## src/rtl/maxnet_pkg.sv

```systemverilog
// Shared types and constants for the four-neuron MAXNET iterator.
// Optional macro MAXNET_TIMEOUT_EN enables the iteration cap.
package maxnet_pkg;

  typedef enum logic [1:0] {
    IDLE,
    CHECK,
    DONE
  } state_t;

  localparam int DW  = 8;
  localparam int SW  = 10;
  localparam int EPS = 3;
  localparam int CW  = 6;
  localparam int CAP = 63;

  // Caller guarantees a one-hot input; lowest set bit wins otherwise.
  function automatic logic [1:0] hot_idx(input logic [3:0] a);
    logic [1:0] idx;
    idx = 2'd0;
    for (int i = 3; i >= 0; i--) begin
      if (a[i]) idx = 2'(i);
    end
    return idx;
  endfunction

endpackage

```

## src/rtl/maxnet_neuron.sv

```systemverilog
// One MAXNET neuron: activation register with saturating
// lateral-inhibition update reg <= max(0, reg - ((S - reg) >> 3)).
module maxnet_neuron
  import maxnet_pkg::*;
(
  input  logic          clk,
  input  logic          rst_n,
  input  logic          load,
  input  logic          upd,
  input  logic [DW-1:0] init,
  input  logic [SW-1:0] sum,
  output logic [DW-1:0] q
);

  logic [DW-1:0] inh;
  logic [DW-1:0] nxt;

  // Three other neurons at most 765 total, so inh fits in 8 bits.
  assign inh = DW'((sum - SW'(q)) >> EPS);
  assign nxt = (inh >= q) ? '0 : q - inh;

  always_ff @(posedge clk or negedge rst_n) begin
    if (!rst_n) begin
      q <= '0;
    end else if (load) begin
      q <= init;
    end else if (upd) begin
      q <= nxt;
    end
  end

endmodule

```

## src/rtl/maxnet_iter.sv

```systemverilog
// MAXNET winner-take-all iterator over four 8-bit neurons.
// Define MAXNET_TIMEOUT_EN to add the 63-iteration cap and timeout.
module maxnet_iter
  import maxnet_pkg::*;
(
  input  logic          clk,
  input  logic          rst_n,
  input  logic          start,
  input  logic [DW-1:0] x0,
  input  logic [DW-1:0] x1,
  input  logic [DW-1:0] x2,
  input  logic [DW-1:0] x3,
  input  logic          finished,
  output logic [3:0]    active,
  output logic          busy,
  output logic          done,
  output logic [1:0]    winner,
  output logic [DW-1:0] value,
  output logic          zero,
  output logic          timeout
);

  state_t        state, nxt;
  logic          load, upd;
  logic          ex_win, ex_zero, ex_to;
  logic          cap_hit;
  logic [DW-1:0] xs [4];
  logic [DW-1:0] r  [4];
  logic [SW-1:0] sum;
  logic [1:0]    idx;

  assign xs[0] = x0;
  assign xs[1] = x1;
  assign xs[2] = x2;
  assign xs[3] = x3;

  assign sum = SW'(r[0]) + SW'(r[1]) + SW'(r[2]) + SW'(r[3]);

  for (genvar i = 0; i < 4; i++) begin : g_neuron
    maxnet_neuron u_neuron (
      .clk  (clk),
      .rst_n(rst_n),
      .load (load),
      .upd  (upd),
      .init (xs[i]),
      .sum  (sum),
      .q    (r[i])
    );
    assign active[i] = (r[i] != '0);
  end

`ifdef MAXNET_TIMEOUT_EN
  logic [CW-1:0] cnt;
  logic          to_q;

  always_ff @(posedge clk or negedge rst_n) begin
    if (!rst_n) begin
      cnt <= '0;
    end else if (load) begin
      cnt <= '0;
    end else if (upd) begin
      cnt <= cnt + 1'b1;
    end
  end

  assign cap_hit = (cnt == CW'(CAP));

  always_ff @(posedge clk or negedge rst_n) begin
    if (!rst_n) begin
      to_q <= 1'b0;
    end else if (load) begin
      to_q <= 1'b0;
    end else if (ex_win || ex_zero || ex_to) begin
      to_q <= ex_to;
    end
  end

  assign timeout = to_q;
`else
  // Without the cap, tied nonzero activations iterate forever.
  assign cap_hit = 1'b0;
  assign timeout = 1'b0;
`endif

  always_ff @(posedge clk or negedge rst_n) begin
    if (!rst_n) begin
      state <= IDLE;
    end else begin
      state <= nxt;
    end
  end

  always_comb begin
    nxt     = state;
    load    = 1'b0;
    upd     = 1'b0;
    ex_win  = 1'b0;
    ex_zero = 1'b0;
    ex_to   = 1'b0;
    case (state)
      IDLE: begin
        if (start) begin
          load = 1'b1;
          nxt  = CHECK;
        end
      end
      CHECK: begin
        if (finished) begin
          ex_win = 1'b1;
          nxt    = DONE;
        end else if (active == 4'b0000) begin
          ex_zero = 1'b1;
          nxt     = DONE;
        end else if (cap_hit) begin
          ex_to = 1'b1;
          nxt   = DONE;
        end else begin
          upd = 1'b1;
        end
      end
      DONE:    nxt = IDLE;
      default: nxt = IDLE;
    endcase
  end

  assign busy = (state == CHECK) || (state == DONE);
  assign done = (state == DONE);
  assign idx  = hot_idx(active);

  always_ff @(posedge clk or negedge rst_n) begin
    if (!rst_n) begin
      winner <= '0;
      value  <= '0;
      zero   <= 1'b0;
    end else if (load) begin
      winner <= '0;
      value  <= '0;
      zero   <= 1'b0;
    end else if (ex_win || ex_zero || ex_to) begin
      winner <= ex_win ? idx : 2'd0;
      value  <= ex_win ? r[idx] : '0;
      zero   <= ex_zero;
    end
  end

endmodule

```

## config.mk

```make
export PLATFORM = sky130hd
export DESIGN_NAME = maxnet_iter
export DESIGN_NICKNAME = d
export VERILOG_FILES = /design/src/rtl/maxnet_pkg.sv /design/src/rtl/maxnet_neuron.sv /design/src/rtl/maxnet_iter.sv
export SDC_FILE = /design/constraint.sdc
export NUM_CORES = 1
export LEC_CHECK = 0
export ABC_AREA = 1
export CORE_MARGIN = 10
export CORE_UTILIZATION = 27
export CTS_CLUSTER_SIZE = 16
export DETAILED_ROUTE_END_ITERATION = 8
export HOLD_SLACK_MARGIN = 0.02
export SLEW_MARGIN = 5
export SYNTH_ARGS = -nofsm -noshare
export SYNTH_HDL_FRONTEND = slang
export SYNTH_SLANG_ARGS = --single-unit
export TNS_END_PERCENT = 10
```

## constraint.sdc

```tcl
create_clock -name clk -period 6 [get_ports clk]
set_input_delay 0.9 -clock clk [delete_from_list [all_inputs] [get_ports clk]]
set_output_delay 0.9 -clock clk [all_outputs]
set_load 0.01 [all_outputs]
```

### Word level (Yosys, flattened, before mapping)

Index checks and enable logic that the tools add are counted.

| storage, ports and cells | value |
|---|---|
| flip-flop bits (word level) | 45 |
| bits in latches | 0 |
| bits in writable memories | 0 |
| memory bits (read-only) | 0 |
| input port bits | 36 |
| output and inout bits | 18 |
| logic and storage cells | 81 |
| memories | 0 |

| operators by class | value |
|---|---|
| add/sub/neg operators | 11 |
| $mul | 0 |
| divide/modulo/power cells | 0 |
| $lt $le $gt $ge | 5 |
| equal/unequal tests | 4 |
| shifts and indexed selects | 0 |
| multiplexer cells | 41 |
| bitwise gates (word level) | 1 |
| reductions and logical operators | 11 |

Operators by type and width:

| kind | count |
|---|---|
| $mux W8 | 17 |
| $sub A10 B8 Y10 | 4 |
| $ge A7 B8 Y1 | 4 |
| $reduce_bool A8 Y1 | 4 |
| $sub A8 B7 Y8 | 4 |
| $mux W2 | 10 |
| $bmux W8 S2 | 1 |
| $mux W1 | 12 |
| $add A10 B8 Y10 | 1 |
| $add A9 B8 Y10 | 1 |
| $add A8 B8 Y9 | 1 |
| $logic_not A4 Y1 | 1 |
| $pmux W2 S2 | 1 |
| $reduce_bool A2 Y1 | 2 |
| $ge A3 B3 Y1 const B | 1 |
| $ne A3 B3 Y1 const B | 1 |
| $not A2 Y3 | 1 |
| $eq A2 B1 Y1 const B | 1 |
| $eq A2 B2 Y1 const B | 1 |
| $logic_not A2 Y1 | 1 |
| $logic_or A1 B1 Y1 | 2 |
| $ne A2 B2 Y1 const B | 1 |
| $reduce_and A2 Y1 | 1 |

### Logic depth before layout (Yosys ltp)

Gate-level depths: netlist of run 1.

| logic depth | value |
|---|---|
| word-level depth | 12 |
| depth in mapped cells | 30 |
| depth with buffers taken out | 30 |

### Modules after synthesis

A second synthesis of run 1 with hierarchy kept.

| unflattened totals | value |
|---|---|
| cell total of the unflattened synthesis | 975 |
| area, all modules | 6585.1 µm² |

By module, submodules not included:

| module | instances | cells each | area an instance (µm²) | seq. area each (µm²) |
|---|---|---|---|---|
| maxnet_neuron at g_neuron[2].u_neuron ... | 2 | 178 | 1177.4 | 200.2 |
| maxnet_neuron at g_neuron[0].u_neuron ... | 2 | 180 | 1148.6 | 200.2 |
| maxnet_iter | 1 | 259 | 1933.1 | 325.3 |

### Worst setup path before layout of run 1

Ideal clock, no wire load.

| timing | value |
|---|---|
| path kind | register to register |
| start point | register g_neuron[0].u_neuron.q[1] |
| end point | register g_neuron[0].u_neuron.q[1] |
| setup time | 0.076 ns |
| arrival | 4.848 ns |
| data required time | 5.924 ns |
| path slack | 1.076 ns |
| cell stages (with the launch flop) | 28 |
| path buffers | 0 |
| clock period less this slack | 4.924 ns |
| cell sequence | dfrtp_1 > inv_1 > fa_1 > fa_1 > inv_1 > ha_1 > inv_1 > fa_1 > o21ai_0 > xnor2_1 > inv_1 > ha_1 > a21oi_1 > o21a_1 > nand2_1 > a21boi_0 > nand2_1 > nand2_1 > nand2_1 > ha_1 > inv_1 > nor3_1 > nand2_1 > nand2_1 > nand2_1 > o21ai_0 > nand2_1 > o21ai_1 |

| on the way | value |
|---|---|
| cells in the longest elaborated chain, start to end | 8 |
| elaborated cells on any way between the ends | 15 |
| classes of those cells | 5 x add/sub; 1 x order compare; 6 x mux; 3 x reduce/logical |

RTL lines:

| what | RTL line | text |
|---|---|---|
| from (decl) | maxnet_neuron.sv:12 | `output logic [DW-1:0] q` |
| from (signal assigned) | maxnet_neuron.sv:26 | `q <= init;` |
| from (signal assigned) | maxnet_neuron.sv:28 | `q <= nxt;` |
| $add A8 B8 Y9 | maxnet_iter.sv:37 | `assign sum = SW'(r[0]) + SW'(r[1]) + SW'(r[2]) + SW'(r[3]);` |
| $add A9 B8 Y10 | maxnet_iter.sv:37 |  |
| $add A10 B8 Y10 | maxnet_iter.sv:37 |  |
| $sub A10 B8 Y10 | maxnet_neuron.sv:19 | `assign inh = DW'((sum - SW'(q)) >> EPS);` |
| $sub A8 B7 Y8 / $ge A7 B8 Y1 (equally long branches) | maxnet_neuron.sv:20 | `assign nxt = (inh >= q) ? '0 : q - inh;` |
| $mux W8 | maxnet_neuron.sv:20 |  |
| $mux W8 | maxnet_neuron.sv:27 | `end else if (upd) begin` |
| $mux W8 | maxnet_neuron.sv:25 | `end else if (load) begin` |

Several ways; a longest one is shown, not always the timed one. The select of a mux whose other input is x is not followed.
A chain may end at the register's enable or synchronous reset.

### Worst setup path in the final report of run 1

| timing | value |
|---|---|
| start point | register g_neuron[2].u_neuron.q[1] |
| end point | register g_neuron[1].u_neuron.q[2] |

| on the way | value |
|---|---|
| cells in the longest elaborated chain, start to end | 7 |
| elaborated cells on any way between the ends | 14 |
| classes of those cells | 4 x add/sub; 1 x order compare; 6 x mux; 3 x reduce/logical |

RTL lines:

| what | RTL line |
|---|---|
| from (decl) | maxnet_neuron.sv:12 |
| from (signal assigned) | maxnet_neuron.sv:26 |
| from (signal assigned) | maxnet_neuron.sv:28 |
| $add A9 B8 Y10 | maxnet_iter.sv:37 |
| $add A10 B8 Y10 | maxnet_iter.sv:37 |
| $sub A10 B8 Y10 | maxnet_neuron.sv:19 |
| $sub A8 B7 Y8 / $ge A7 B8 Y1 (equally long branches) | maxnet_neuron.sv:20 |
| $mux W8 | maxnet_neuron.sv:20 |
| $mux W8 | maxnet_neuron.sv:27 |
| $mux W8 | maxnet_neuron.sv:25 |
| to (signal assigned) | maxnet_neuron.sv:26 |
| to (signal assigned) | maxnet_neuron.sv:28 |
| to (decl) | maxnet_neuron.sv:12 |

Several ways; a longest one is shown, not always the timed one. The select of a mux whose other input is x is not followed.

==> flow_summary_export.csv, run 1 <==
group,metric,value,unit
clocking,cts-root-buf,"clkbuf_16",
clocking,numCtsBuffers,5,
setup_path,critical_path_peak_fanout,6,
floorplan,dieHeight,171.3,um
floorplan,die_w,171.3,um
route,first_pass_iters,5,
global_route,grt_start_max_net_pins,46,
final_layout,nets,1137,
global_route,grt.total_usage,13.47,%
global_route,antenna_found_initial,0,
synth,ys_types,40,
setup_path,crit_path_top_delay_cell,"fa_1",
clocking,cts_setup_buffers,0,
route,drt-initial-drc-count,527,
worst_hold_path,worstHoldStart,"value[7]$_DFFE_PN0P_",
global_route,grt_pass1_wl,31.75,mm
final_layout,stdcell_count,1296,
synth,syn_avg_cell_area,6.438,um^2
clocking,cts_sinks,45,
synth,syn_inst,960,
final_layout,drive_gt1_share,3.660,%
sta,maxSlewViolCount,0,
synth,ys_ff_latch,45,
worst_hold_path,worstHoldPathCells,2,
setup_path,reg2reg_from,"g_neuron[2].u_neuron.q[1]$_DFFE_PN0P_",
synth,ys_warn_count,0,
final_layout,nFillCells,2484,
setup_path,worst_ep_required_time,6.17,ns
floorplan,fp-row-count,55,
clocking,clk_path_buf_depth,2,
flow_run,max-cap-violations,0,
floorplan,dieArea,29340,um^2
route,drt-vias-per-instance,4.843,
global_route,grt_pass1_vias,5945,
setup_path,cp-start-kind,"register",
floorplan,io_pins,54,
clocking,insertion_delay,0.29,ns
route,final_antenna_net_count,0,
clocking,cts_tree,"done",
placed_design,io_buffers,52,
sta,finalHoldViolCount,0,
floorplan,core,22570,um^2
route,drt-wirelength-per-cell,15.34,um
clocking,clk_pin_slew_worst_paths,0.07,ns
route,drt_wl_total,19.88,mm
final_layout,antenna_cells,0,
placed_design,hpwl,15.76,mm
setup_path,r2r_cells,25,
setup_path,cp_slowest_stage_delay,0.47,ns
synth,syn_nets,1087,
synth,synth_ff_type,"dfrtp_1",
sta,clock.fmax,0.1795,GHz
setup_path,ff2ff_setup_slack,0.43,ns
synth,synth_area,6181,um^2
sta,fin_crit,5.571,ns
global_route,grt-ovfl-total,0,
setup_path,arrival,5.74,ns
worst_hold_path,min_to,"value[7]$_DFFE_PN0P_",
worst_hold_path,hp-class,"reg -> reg",
outcome,status,"complete, no violations",
sta,slew_headroom,17.82,%
final_layout,multiInputGateArea,4375,um^2
synth,ys_seq_area_share,18.22,%
placed_design,finalWeightedCongestion,0.9207,
synth,async_reset_ff_share,100.0,%
sta,finalSetupViolations,0,
setup_path,endpoint_kind,"register",
placed_design,place_inst,1288,
sta,worst_slew_pin_slew,1.228,ns
route,remaining_drc_errors,0,
sta,rsz0062_at_grt,"false",
synth,synth_edf_count,0,
route,vias,6277,
floorplan,start_util,27.38,%
sta,setup-tns-final,0,ns
final_layout,regArea,1126,um^2
final_layout,area_growth,16.38,%
clocking,htree_levels,2,
setup_path,worstReg2RegEnd,"g_neuron[1].u_neuron.q[2]$_DFFE_PN0P_",
sta,min_period_over_period,92.85,%
setup_path,startpoint,"g_neuron[2].u_neuron.q[1]$_DFFE_PN0P_",
sta,fin_skew,0.006294,ns
setup_path,critPathKind,"reg -> reg",
-- synthesized netlist by cell type (all sizes together) (4+ instances only) --
library cell,instances,area (um^2)
nor3,6,30.03
dfrtp,45,1126
nand4,26,162.7
nand3b,9,67.56
nor2,63,249.0
buf,13,77.57
xor2,13,113.9
xnor2,17,148.9
nand3,124,635.6
clkbuf,6,22.52
ha,71,888.4
fa,20,400.4
o21ai,37,185.2
o21bai,4,41.29
inv,154,583.1
nand2,293,1120
a21oi,41,205.2
-- registers in the layout (all words and copies together), names as in the netlist --
register / flops
state: 2
winner: 2
value: 8
zero: 1
g_neuron.u_neuron.q: 32
-- cells in the final DEF, fill, tap and decap left out, types with 20 or more instances in the layout --
cell type        Yosys  routed
o21ai_0             27      26
nand3_1            121     121
dfrtp_1             45      45
fa_1                20      20
ha_1                71      71
nor2_1              60      60
nand2_1            289     289
nand4_1             26      26
a21oi_1             41      40
clkdlybuf4s50_1      0      51
inv_1              152     151
-- stage by stage --
step                      instance area [um^2]  hold WS, ns  utilization [%]  worst slack [ns]
after global placement                    7028       0.5030            31.14            0.4582
after floorplan                           6181       0.4782                -             1.076
after detailed placement                  7028       0.5014            31.14            0.2468
after CTS                                 7186       0.5176            31.83            0.2600
final                                     7193       0.5160            31.87            0.4288
after global routing                      7193       0.5499            31.87           0.06925
-- worst max-delay path: cells and delay by family (launching register included) --
family                   cells  cell delay (ns)
adder cells (fa/ha/maj)      6             2.11
AND/OR/NAND/NOR              9             1.10
buffers and inverters        6             0.71
AO/OA/AOI/OAI                3             0.61
XOR/XNOR                     1             0.47
flip-flops                   1             0.44
-- layer usage --
layer  wire [um]  share of wire, %  vias to the layer above  GRT usage, %
met5           0                 0                        -             0
met2        9088                46                      168         21.95
met1        9353                47                     2891         18.29
li1            -                 -                     3192             -
met3        1089               5.5                       26         2.269
met4         352               1.8                        0         2.647
-- what timing repair did --
action                     CTS  global route
setup endpoints to repair    0            32
hold buffers                 0             0
gates resized for setup      0             5
-- kinds of logic (layout without fill, tap and decap cells) --
family	Yosys count	count (layout)	share of synthesized area, %
AND/OR/NAND/NOR	524	524	36.94
buffers and inverters	174	225	11.11
AO/OA/AOI/OAI	95	95	8.563
adder cells (fa/ha/maj)	91	91	20.85
flip-flops	45	45	18.22
XOR/XNOR	30	30	4.251
other	1	1	0.06067
-- layout make-up --
class,count,share of cell area (%)
repair buffers,62,8.210
inverters,155,8.158
well taps,285,4.957
multi-input cells,741,60.83
clock buffers,7,2.122
flip-flops and latches,45,15.65
clock inverters,1,0.06958
-- worst max path at each step --
stage / cells after the start / slack [ns] / to
CTS: 27 / 0.26 / g_neuron[0].u_neuron.q[4]$_DFFE_PN0P_
finish: 25 / 0.43 / g_neuron[1].u_neuron.q[2]$_DFFE_PN0P_
global placement: 28 / 0.46 / g_neuron[0].u_neuron.q[3]$_DFFE_PN0P_
detailed placement: 27 / 0.25 / g_neuron[0].u_neuron.q[4]$_DFFE_PN0P_
global route: 25 / 0.07 / g_neuron[1].u_neuron.q[0]$_DFFE_PN0P_
floorplan: 27 / 1.08 / g_neuron[0].u_neuron.q[1]$_DFFE_PN0P_
Power of run 1 is not shown: default switching activity piles up to over one toggle a cycle in this logic, so the estimate is an artifact.
==> inputs of run 2 (changes only) <==
--- a/config.mk
+++ b/config.mk
@@ -6,11 +6,14 @@
 export NUM_CORES = 1
 export LEC_CHECK = 0
 export ABC_AREA = 1
+export CELL_PAD_IN_SITES_DETAIL_PLACEMENT = 1
+export CELL_PAD_IN_SITES_GLOBAL_PLACEMENT = 1
 export CORE_MARGIN = 10
 export CORE_UTILIZATION = 27
 export CTS_CLUSTER_SIZE = 16
 export DETAILED_ROUTE_END_ITERATION = 8
 export HOLD_SLACK_MARGIN = 0.02
+export PLACE_DENSITY_LB_ADDON = 0.1
 export SLEW_MARGIN = 5
 export SYNTH_ARGS = -nofsm -noshare
 export SYNTH_HDL_FRONTEND = slang
==> run 2 against run 1 <==
Sequential share of layout area is 0.19 points lower. Flip-flop and latch count stayed put. Maximum frequency is 0.47% higher. First-iteration DRC count is 52% lower. Wire length is 18% higher. Worst setup slack better by 0.026 ns. Clock skew is 0.0033 ns higher. Utilization is 0.47 points higher.
==> flow_summary_export.csv, run 2 (synthesis gave the netlist of run 1 again) <==
group,metric,value,unit
clocking,ctsHoldBuffers,0,
worst_hold_path,hp-class,"reg -> reg",
final_layout,multiInputGateArea,4393,um^2
route,met2WireLength,10.68,mm
setup_path,endpoint_kind,"register",
route,final_antenna_net_count,0,
setup_path,critPathKind,"reg -> reg",
setup_path,worst-path-buf-inv,7,
floorplan,start_util,27.38,%
outcome,status,"complete, no violations",
setup_path,cp-start-kind,"register",
route,top_layer,"met4",
route,drt_wl_total,23.42,mm
sta,fin_skew,0.009628,ns
sta,setup-tns-final,0,ns
clocking,clk_path_buf_depth,2,
route,drt-vias-per-instance,4.813,
setup_path,critical_path_peak_fanout,6,
floorplan,dieHeight,171.3,um
setup_path,arrival,5.72,ns
global_route,grt_pass1_wl,37.59,mm
sta,fin_crit,5.545,ns
sta,min_period_over_period,92.42,%
global_route,grt-ovfl-total,0,
route,remaining_drc_errors,0,
route,first_pass_iters,4,
final_layout,drive_gt1_share,5.376,%
final_layout,nets,1150,
setup_path,crit_top_cell,"inv_1",
sta,maxSlewViolCount,0,
worst_hold_path,worstHoldPathCells,2,
setup_path,crit_path_top_delay_cell,"fa_1",
setup_path,r2r_cells,27,
sta,rsz0062_at_grt,"false",
setup_path,cp_slowest_stage_delay,0.54,ns
global_route,grt.total_usage,16.30,%
clocking,cts_tree,"done",
placed_design,hpwl,19.18,mm
setup_path,worst_ep_required_time,6.17,ns
floorplan,dieArea,29340,um^2
final_layout,largest_registers,"g_neuron.u_neuron.q (32), value (8)",
final_layout,final_common_cell,"nand2_1",
route,vias,6296,
clocking,cts-root-buf,"clkbuf_16",
route,wl_met3,742,um
sta,slew_headroom,51.35,%
final_layout,regMostFlops,"g_neuron.u_neuron.q",
setup_path,cp_num_cells,27,
floorplan,core,22570,um^2
flow_run,max-cap-violations,0,
global_route,grt_start_max_net_pins,46,
clocking,htree_levels,2,
final_layout,antenna_cells,0,
floorplan,fp-row-count,55,
final_layout,largest_reg_flops,32,
setup_path,cp_top_family,"adder cells",
clocking,cts_sinks,45,
final_layout,area_growth,18.10,%
route,wl_met1,11.74,mm
clocking,insertion_delay,0.29,ns
final_layout,regArea,1129,um^2
sta,finalSetupViolations,0,
sta,clock.fmax,0.1803,GHz
global_route,antenna_found_initial,0,
sta,finalHoldViolCount,0,
clocking,clk_pin_slew_worst_paths,0.07,ns
final_layout,final_cell_mix,"287 x nand2_1, 151 x inv_1, 121 x nand3_1",
route,drt-initial-drc-count,254,
clocking,numCtsBuffers,5,
placed_design,finalWeightedCongestion,0.8864,
sta,worst_slew_pin_slew,0.7270,ns
global_route,grt_pass1_vias,6790,
route,drt-wirelength-per-cell,17.91,um
floorplan,die_w,171.3,um
final_layout,nFillCells,2955,
floorplan,io_pins,54,
placed_design,io_buffers,52,
## run 2: changes by cell type in the layout (fill, tap and decap cells not counted), moves of 2 or more
cell,change
o21ai_1,+3
a21boi_2,+2
dfrtp_2,+2
dfrtp_1,-2
o21ai_0,-2
nand2_1,-2
buf_4,+13
nand2_2,+2
## run 2: layout make-up
type | instances | share of cell area, %
inverter | 155 | 8.090
sequential | 45 | 15.46
tap | 285 | 4.885
clock buffer | 7 | 1.954
multi-input combinational | 741 | 60.18
timing repair buffer | 75 | 9.427
## run 2: layer usage
layer  GRT usage (%)  up-vias
li1                -     3214
met1           22.34     2998
met2           27.10       72
met3           2.200       12
met4           2.306        0
met5               0        -
## run 2: timing repair
item / in CTS / in global routing
resized for setup: 0 / 15
endpoints found under the hold margin: 0 / 0
setup endpoints to repair: 0 / 32
setup buffers: 0 / 1
## run 2: metrics by stage
| stage | util [%] | cells | hold slack, ns | setup WS (ns) | area, um^2 |
|---|---|---|---|---|---|
| floorplan | - | 960 | 0.4782 | 1.076 | 6181 |
| global placement | 31.54 | 1300 | 0.5050 | 0.1154 | 7118 |
| detailed placement | 31.54 | 1300 | 0.5087 | 0.07940 | 7118 |
| CTS | 32.17 | 1307 | 0.5257 | 0.04446 | 7261 |
| global route | 32.34 | 1308 | 0.5511 | 0.01056 | 7300 |
| finish | 32.34 | 1308 | 0.5157 | 0.4546 | 7300 |
## run 2: path summary, 6_finish.rpt
check / slack (ns) / start / endpoint
worst max-delay path: 0.45 / g_neuron[1].u_neuron.q[1]$_DFFE_PN0P_ / g_neuron[1].u_neuron.q[1]$_DFFE_PN0P_
worst min-delay path: 0.52 / value[4]$_DFFE_PN0P_ / value[4]$_DFFE_PN0P_
worst max register to register: 0.45 / g_neuron[1].u_neuron.q[1]$_DFFE_PN0P_ / g_neuron[1].u_neuron.q[1]$_DFFE_PN0P_
worst min register to register: 0.52 / value[4]$_DFFE_PN0P_ / value[4]$_DFFE_PN0P_
max in group asynchronous: 4.81 / rst_n / g_neuron[1].u_neuron.q[1]$_DFFE_PN0P_
min in group asynchronous: 0.72 / rst_n / state[0]$_DFFE_PN0P_
## run 2: worst reg2reg max path, stage by stage (launching register included)
cell and delay, ns:
dfrtp_2 0.46, clkinvlp_4 0.18, fa_1 0.54, fa_1 0.40, inv_1 0.07, ha_1 0.17
inv_1 0.07, fa_1 0.45, o21ai_1 0.19, buf_4 0.15, xnor2_1 0.11, inv_1 0.17
ha_1 0.38, a21oi_1 0.19, o21a_1 0.14, nand2_1 0.09, a21boi_2 0.21, nand2_1 0.08
nand2_1 0.08, nand2_1 0.06, ha_1 0.32, inv_1 0.09, nor3_1 0.24, nand4_1 0.14
nand2_2 0.17, inv_1 0.10, nand3_1 0.09, nand3_1 0.08
Power of run 2 is left out for the same reason.
